<file path="config.mk">
export PLATFORM = sky130hd
export DESIGN_NAME = mastermind_turn_ctrl
export DESIGN_NICKNAME = d
export VERILOG_FILES = /design/src/rtl/mastermind_turn_ctrl.sv
export SDC_FILE = /design/constraint.sdc
export NUM_CORES = 1
export LEC_CHECK = 0
export CORE_AREA = 2 2 60 62
export CTS_CLUSTER_DIAMETER = 80
export DETAILED_ROUTE_END_ITERATION = 16
export DIE_AREA = 0 0 62 64
export PLACE_DENSITY_LB_ADDON = 0.3
export SLEW_MARGIN = 40
export SYNTH_ARGS = -nofsm -noshare
export SYNTH_HDL_FRONTEND = slang
export SYNTH_SLANG_ARGS = --single-unit
</file>
<file path="constraint.sdc">
create_clock -name clk -period 2.7 [get_ports clk]
set_clock_uncertainty 0.05 [all_clocks]
set_input_delay 0.54 -clock clk [delete_from_list [all_inputs] [get_ports clk]]
set_output_delay 0.54 -clock clk [all_outputs]
set_load 0.02 [all_outputs]
</file>
<file path="src/rtl/mastermind_turn_ctrl.sv">
// Game-flow controller for the Mastermind machine.
// Chooses the first codemaker from the players' enter buttons. Each round runs clear, then
// code entry, then guesses. The codemaker role rotates across NUM_ROUNDS rounds, and the
// controller keeps a saturating score for each player.
//
// Ports:
//   clk, reset              clock; asynchronous active-low reset
//   enter[NUM_PLAYERS]      per-player enter pulses; only a one-hot value in IDLE starts a game
//   code_done               codemaker committed the secret code (acts in CODE only)
//   guess_done              a guess was compared (acts in GUESS only); guess_correct qualifies it
//   new_game                leave GAME_OVER
//   abort                   return to IDLE from any state; counters are retained
//   active_p / breaker_p    codemaker index; codebreaker = next player (combinational)
//   started, clearRegs, take_code, take_guess, game_over   Moore flags from the state register
//   guess_cnt, round_cnt    guesses in this round; rounds completed
//   scores                  player i score at [i*SCORE_W +: SCORE_W]
module mastermind_turn_ctrl #(
  parameter int unsigned NUM_PLAYERS = 2,
  parameter int unsigned MAX_GUESSES = 8,
  parameter int unsigned NUM_ROUNDS  = 2,
  parameter int unsigned SCORE_W     = 5,
  localparam int unsigned PW = (NUM_PLAYERS > 2) ? $clog2(NUM_PLAYERS) : 1,
  localparam int unsigned GW = $clog2(MAX_GUESSES + 1),
  localparam int unsigned RW = $clog2(NUM_ROUNDS + 1)
) (
  input  logic                           clk,
  input  logic                           reset,
  input  logic [NUM_PLAYERS-1:0]         enter,
  input  logic                           code_done,
  input  logic                           guess_done,
  input  logic                           guess_correct,
  input  logic                           new_game,
  input  logic                           abort,
  output logic [PW-1:0]                  active_p,
  output logic [PW-1:0]                  breaker_p,
  output logic                           started,
  output logic                           clearRegs,
  output logic                           take_code,
  output logic                           take_guess,
  output logic [GW-1:0]                  guess_cnt,
  output logic [RW-1:0]                  round_cnt,
  output logic                           game_over,
  output logic [NUM_PLAYERS*SCORE_W-1:0] scores
);

  typedef enum logic [2:0] {
    StIdle,
    StClear,
    StCode,
    StGuess,
    StRoundEnd,
    StGameOver
  } state_e;

  state_e                         state_q, state_d;
  logic [PW-1:0]                  active_q, active_d;
  logic [GW-1:0]                  guess_cnt_q, guess_cnt_d;
  logic [RW-1:0]                  round_cnt_q, round_cnt_d;
  logic [NUM_PLAYERS*SCORE_W-1:0] scores_q, scores_d;

  logic                           enter_onehot;
  logic [PW-1:0]                  enter_idx;
  logic [1:0]                     score_inc;

  function automatic logic [PW-1:0] next_player(input logic [PW-1:0] p);
    if (p == PW'(NUM_PLAYERS - 1)) begin
      return '0;
    end
    return p + PW'(1);
  endfunction

  // Saturating add: the extra top bit catches overflow, which clamps to all-ones.
  function automatic logic [SCORE_W-1:0] sat_add(input logic [SCORE_W-1:0] s,
                                                 input logic [1:0]         inc);
    logic [SCORE_W:0] sum;
    sum = {1'b0, s} + (SCORE_W + 1)'(inc);
    if (sum[SCORE_W]) begin
      return '1;
    end
    return sum[SCORE_W-1:0];
  endfunction

  // One-hot test: nonzero with a single bit set. Multi-hot or all-zero presses are ignored.
  always_comb begin
    enter_onehot = (enter != '0) && ((enter & (enter - NUM_PLAYERS'(1))) == '0);
    enter_idx    = '0;
    for (int i = 0; i < NUM_PLAYERS; i++) begin
      if (enter[i]) begin
        enter_idx = PW'(i);
      end
    end
  end

  always_comb begin
    state_d     = state_q;
    active_d    = active_q;
    guess_cnt_d = guess_cnt_q;
    round_cnt_d = round_cnt_q;
    scores_d    = scores_q;
    score_inc   = 2'd0;

    if (abort) begin
      state_d = StIdle;
    end else begin
      case (state_q)
        StIdle: begin
          if (enter_onehot) begin
            active_d    = enter_idx;
            scores_d    = '0;
            round_cnt_d = '0;
            state_d     = StClear;
          end
        end
        StClear: begin
          guess_cnt_d = '0;
          state_d     = StCode;
        end
        StCode: begin
          if (code_done) begin
            state_d = StGuess;
          end
        end
        StGuess: begin
          if (guess_done) begin
            guess_cnt_d = guess_cnt_q + GW'(1);
            score_inc   = 2'd1;
            if (guess_correct) begin
              state_d = StRoundEnd;
            end else if (guess_cnt_d == GW'(MAX_GUESSES)) begin
              // Codebreaker ran out of guesses: codemaker earns a bonus point.
              score_inc = 2'd2;
              state_d   = StRoundEnd;
            end
            for (int i = 0; i < NUM_PLAYERS; i++) begin
              if (active_q == PW'(i)) begin
                scores_d[i*SCORE_W +: SCORE_W] = sat_add(scores_q[i*SCORE_W +: SCORE_W],
                                                         score_inc);
              end
            end
          end
        end
        StRoundEnd: begin
          round_cnt_d = round_cnt_q + RW'(1);
          if (round_cnt_d == RW'(NUM_ROUNDS)) begin
            state_d = StGameOver;
          end else begin
            active_d = next_player(active_q);
            state_d  = StClear;
          end
        end
        StGameOver: begin
          if (new_game) begin
            state_d = StIdle;
          end
        end
        default: state_d = StIdle;
      endcase
    end
  end

  always_ff @(posedge clk or negedge reset) begin
    if (!reset) begin
      state_q     <= StIdle;
      active_q    <= '0;
      guess_cnt_q <= '0;
      round_cnt_q <= '0;
      scores_q    <= '0;
    end else begin
      state_q     <= state_d;
      active_q    <= active_d;
      guess_cnt_q <= guess_cnt_d;
      round_cnt_q <= round_cnt_d;
      scores_q    <= scores_d;
    end
  end

  assign active_p   = active_q;
  assign breaker_p  = next_player(active_q);
  assign started    = (state_q != StIdle);
  assign clearRegs  = (state_q == StClear);
  assign take_code  = (state_q == StCode);
  assign take_guess = (state_q == StGuess);
  assign game_over  = (state_q == StGameOver);
  assign guess_cnt  = guess_cnt_q;
  assign round_cnt  = round_cnt_q;
  assign scores     = scores_q;

endmodule

</file>
Yosys cells after proc, flatten, opt, wreduce, memory -nomap -nowiden
Cells that the tools add are included.

Register bits after elaboration: 20. Input port bits: 9. Output and inout port bits: 23. Logic and storage cells: 93.

Add/sub/neg operators: 6. Eq/ne operators: 17. Muxes and demuxes: 48. Bitwise operators: 2. Reductions and logical operators: 14.

Operator list (count): 5-bit 2-to-1 mux (6); 3-bit 2-to-1 mux (8); 1-bit 2-to-1 mux (20); 10-bit 2-to-1 mux (2); 10-bit one-hot mux with 2 select lines (1); 3-bit one-hot mux with 6 select lines (1); 5-bit AND reduction (3); 5-bit by 2-bit adder with 6-bit output (2); 2-bit 2-to-1 mux (6); 3-bit != test (second input constant) (4); 2-bit != test (second input constant) (4); 4-bit one-hot mux with 2 select lines (1); 2-bit nonzero test (4); 3-bit by 2-bit equality test with 1-bit output (second input constant) (2); 3-bit equality test (second input constant) (2); 3-bit AND reduction (2); 4-bit by 1-bit adder with 4-bit output (second input constant) (1); 4-bit equality test (second input constant) (1); 4-bit 2-to-1 mux (1); 4-bit by 3-bit != test with 1-bit output (second input constant) (1); 2-bit one-hot mux with 2 select lines (1); 4-bit AND reduction (1); 3-bit by 1-bit equality test with 1-bit output (second input constant) (1); 3-bit logical NOT (1); other kinds (11) (11).

Logic depth before layout (Yosys ltp)
Word-level depth: 17. Depth in mapped cells: 11. Mapped depth without buffers: 11.

Worst setup path after synthesis
OpenSTA, ideal clock, no wires.

Path kind: register -> register. Start point: register guess_cnt_q[0] (netlist: guess_cnt[0]). End point: register scores_q[0] (netlist: scores[0]). Library setup time: 126 ps. Data arrival time: 2516 ps. Data required time: 2524 ps. Path slack: 8 ps. Stages on the path, launching flop included: 12. Buffers on the path: 0. Period minus slack after synthesis: 2692 ps. Cell sequence: dfrtp_1 -> ha_1 -> and3_1 -> o21ai_1 -> a21oi_2 -> inv_2 -> ha_1 -> nor2b_1 -> o21ai_1 -> nand4_1 -> and3b_1 -> a221o_1.

Cells in the longest elaborated chain, start to end: 17.

RTL lines: start: declaration (line 57) `logic [GW-1:0] guess_cnt_q, guess_cnt_d;`; start signal: assignment (line 171) `guess_cnt_q <= guess_cnt_d;`; 4-bit by 1-bit adder with 4-bit output * (line 125) `guess_cnt_d = guess_cnt_q + GW'(1);`; 4-bit equality test * (line 129) `end else if (guess_cnt_d == GW'(MAX_GUESSES)) begin`; 2-bit 2-to-1 mux * (line 129); 2-bit 2-to-1 mux * (line 127) `if (guess_correct) begin`; 2-bit 2-to-1 mux * (line 124) `if (guess_done) begin`; 2-bit 2-to-1 mux * (line 105) `case (state_q)`; 2-bit 2-to-1 mux * (line 102) `if (abort) begin`; 5-bit by 2-bit adder with 6-bit output * (line 76) `sum = {1'b0, s} + (SCORE_W + 1)'(inc);`; 1-bit 2-to-1 mux (line 77) `if (sum[SCORE_W]) begin`; 1-bit 2-to-1 mux (line 135) `if (active_q == PW'(i)) begin`; 1-bit 2-to-1 mux (line 124); 1-bit 2-to-1 mux (line 105); 1-bit 2-to-1 mux (line 102); 5-bit 2-to-1 mux * (line 80) `return sum[SCORE_W-1:0];`; 5-bit 2-to-1 mux * (line 135); 10-bit 2-to-1 mux * (line 124); 10-bit one-hot mux with 2 select lines * (line 105); end signal: assignment (line 173) `scores_q <= scores_d;`; end: declaration (line 59) `logic [NUM_PLAYERS*SCORE_W-1:0] scores_q, scores_d;`.

Every way passes the cells marked *; elsewhere a longest branch is shown, timed or not. The select of a mux whose other input is x is not followed. A chain may end at the register's enable or synchronous reset.

Final worst setup path
Start point: register guess_cnt_q[0] (netlist: guess_cnt[0]). End point: register scores_q[2] (netlist: scores[2]).

The elaborated chain is that of the path after synthesis.

==> results.json <==
{
  "coreArea_sq_um": 3280,
  "cp.required_ps": 2870,
  "setup_viol": 0,
  "nFillCells": 299,
  "routed_wl_mm": 3.76,
  "drc_errors": 0,
  "crit_slowest_cell": "dfrtp_2",
  "clkLatencyLatePin_ps": 300,
  "max_stage_delay_ps": 460,
  "synth.avg_cell_area_sq_um": 9.00,
  "cp_data_arrival_time_ps": 2740,
  "p_leak_nw": 0.825,
  "maxSlewViolCount": 0,
  "clk_pin_slew_ps": 120,
  "synth_top_flop_cell": "dfrtp_1",
  "drt-wirelength-per-cell_um": 15.3,
  "antenna_left": 0,
  "synth-simple-area-share_pct": 23.0,
  "power_density_nw_per_um2": 603,
  "cts_root_buf": "clkbuf_4",
  "grt_antenna_before_repair": 0,
  "grt_usage_pct": 20.8,
  "ys_ff_latch": 20,
  "fin_area_sq_um": 1910,
  "period_share_pct": 95.2,
  "globalplace.congestion": 0.849,
  "syn_inst": 159,
  "hpwl_mm": 2.85,
  "crit_family": "compound AO/OA/AOI/OAI gates",
  "area_growth_pct": 33.5,
  "ios": 32,
  "synth_xor_area_share_pct": 1.84,
  "fin_setup_tns_ps": 0,
  "dpl_cell_area_sq_um": 1820,
  "path_cells": "ha_2 -> and3_2 -> o21ai_2 -> a21oi_2 -> inv_2 -> buf_4 -> xnor2_1 -> ha_1 -> a21oi_1 -> a221oi_2 -> o22ai_1 -> a31oi_1",
  "syn_nets": 175,
  "synth.most_common_cell": "dfrtp_1",
  "grt_pass1_wl_mm": 6.31,
  "setup.worst_path.class": "reg2reg",
  "die_area_sq_um": 3970,
  "cts_tree": "done",
  "yosys_warnings": 0,
  "synthMuxAreaShare_pct": 0.699,
  "path_max_fanout": 5,
  "num-nets-final": 216,
  "synth_enable_flop_cells": 0,
  "endpoint_kind": "register",
  "hold-worst-slack_ps": 484,
  "irDropWorstVdd_mv": 0.512,
  "outcome": "complete, no violations",
  "rows": 21,
  "synth-compound-area-share_pct": 28.2,
  "tightest_slew_ps": 551,
  "synthTopCellsByArea": "dfrtp_1 35%, ha_1 6.1%, nand2_1 3.4%, a21oi_1 3.1%, o21ai_0 3.1%",
  "clockBufferDepth": 2,
  "start_util_pct": 43.6,
  "slew_headroom_pct": 63.2,
  "grt_pass1_vias": 1420,
  "netlist.area_leader.share_pct": 35.0,
  "path_buf_inv": 2,
  "drive_above_1_share_pct": 16.6,
  "synth_cell_types": 51,
  "holdBufCountCts": 0,
  "grt_max_degree": 21,
  "async_reset_ff_share_pct": 100,
  "cts.sink_count": 20,
  "max_freq_mhz": 389,
  "synthTopCellsByCount": "20 x dfrtp_1, 13 x nand2_1, 11 x nor2_1",
  "hold_path_class": "reg2reg",
  "dieHeight_um": 64,
  "synth.largest_area_cell": "dfrtp_1",
  "drtIter0Drc": 60,
  "overflow": 0,
  "synth_seq_area_share_pct": 35.0,
  "die_w_um": 62,
  "n_antenna_cell": 0,
  "netlist_area_sq_um": 1430,
  "cts-buffers-inserted": 3,
  "synth_fa_ha_area_share_pct": 6.12,
  "cap_viol_max_count": 0,
  "synth_top_family_by_area": "compound AO/OA/AOI/OAI gates",
  "hold_viol_final": 0,
  "num_vias": 1424,
  "first_pass_iters": 5,
  "portBuffers": 31,
  "cp-start-kind": "register",
  "vias_per_cell": 5.81,
  "period_needed_ps": 2570,
  "cts_htree_levels": 1
}
==> cell usage in the layout (no fill, tap or decap), types with 4 or more instances in the layout <==
cell             count
o21ai_0              9
nor3_1               5
nor2_1              11
nor2b_1              4
ha_1                 5
nand3_1              8
dfrtp_1             19
nand2_1             13
a21oi_1              9
buf_4               10
a221o_1              4
inv_1                9
clkdlybuf4s50_1     31
==> area by class of cell <==
cell class / count / area, sq um / area share, %
Tap cell: 46 / 57.6 / 3.01
Sequential cell: 20 / 502 / 26.3
Timing Repair Buffer: 41 / 385 / 20.2
Clock buffer: 4 / 36.3 / 1.90
Inverter: 11 / 43.8 / 2.29
Multi-Input combinational cell: 123 / 886 / 46.4
==> worst register-to-register path, stage by stage, from the launching register on <==
cell	delay, ps
dfrtp_2	460
ha_2	210
and3_2	240
o21ai_2	90
a21oi_2	160
inv_2	50
buf_4	150
xnor2_1	170
ha_1	180
a21oi_1	60
a221oi_2	320
o22ai_1	140
a31oi_1	210
==> registers in the layout, summed over array words and instances, names as in the netlist <==
| name | flops |
|---|---|
| active_p | 1 |
| scores | 10 |
| guess_cnt | 4 |
| state_q | 3 |
| round_cnt | 2 |
==> kinds of logic (layout without fill, tap and decap cells) <==
group           after synthesis  after routing
simple gates                 58             58
compound gates               54             54
fa+ha+maj                     7              7
buf+inv                      16             56
xor+xnor                      3              3
flops                        20             20
mux                           1              1
==> power by group <==
| part | switching, W | total, W | internal [W] |
|---|---|---|---|
| Clock | 0.0000982 | 0.000181 | 0.0000823 |
| Combinational | 0.000294 | 0.000533 | 0.000239 |
| Sequential | 0.0000950 | 0.000438 | 0.000343 |
==> per-stage QoR <==
stage | worst slack [ps] | std cells | power [W] | utilization [%]
after global routing | -0.751 | 245 | 0.00124 | 58.2
after detailed placement | -6.85 | 238 | 0.000967 | 55.5
after CTS | 12.6 | 243 | 0.00115 | 56.8
after floorplan | 7.98 | 159 | 0.000744 | -
after global placement | 156 | 238 | 0.000954 | 55.5
final | 129 | 245 | 0.00115 | 58.2
==> metal layers <==
metal  global-route usage (%)  share of wire, %  up-vias
met4                     5.59              0.61        0
met2                     36.7                53       33
met1                     25.7                42      701
li1                         -                 -      688
met5                        0                 0        -
met3                     2.63               4.0        2
==> repair_timing <==
| action | CTS | global route |
|---|---|---|
| pin swaps | 1 | 5 |
| buffers inserted | 1 | 2 |
| resized for setup | 0 | 8 |
| endpoints found under the setup margin | 1 | 6 |
==> final timing paths <==
path,end,cells after the start,slack [ps],from
min in group asynchronous,scores[7]$_DFFE_PN0P_,2,510,reset
max reg2reg,scores[2]$_DFFE_PN0P_,12,130,guess_cnt[0]$_DFFE_PN0P_
max in group asynchronous,guess_cnt[0]$_DFFE_PN0P_,2,1840,reset
max,scores[2]$_DFFE_PN0P_,12,130,guess_cnt[0]$_DFFE_PN0P_
min,round_cnt[1]$_DFFE_PN0P_,2,480,round_cnt[1]$_DFFE_PN0P_
min reg2reg,round_cnt[1]$_DFFE_PN0P_,2,480,round_cnt[1]$_DFFE_PN0P_
Power figures use the tool's default switching activity.
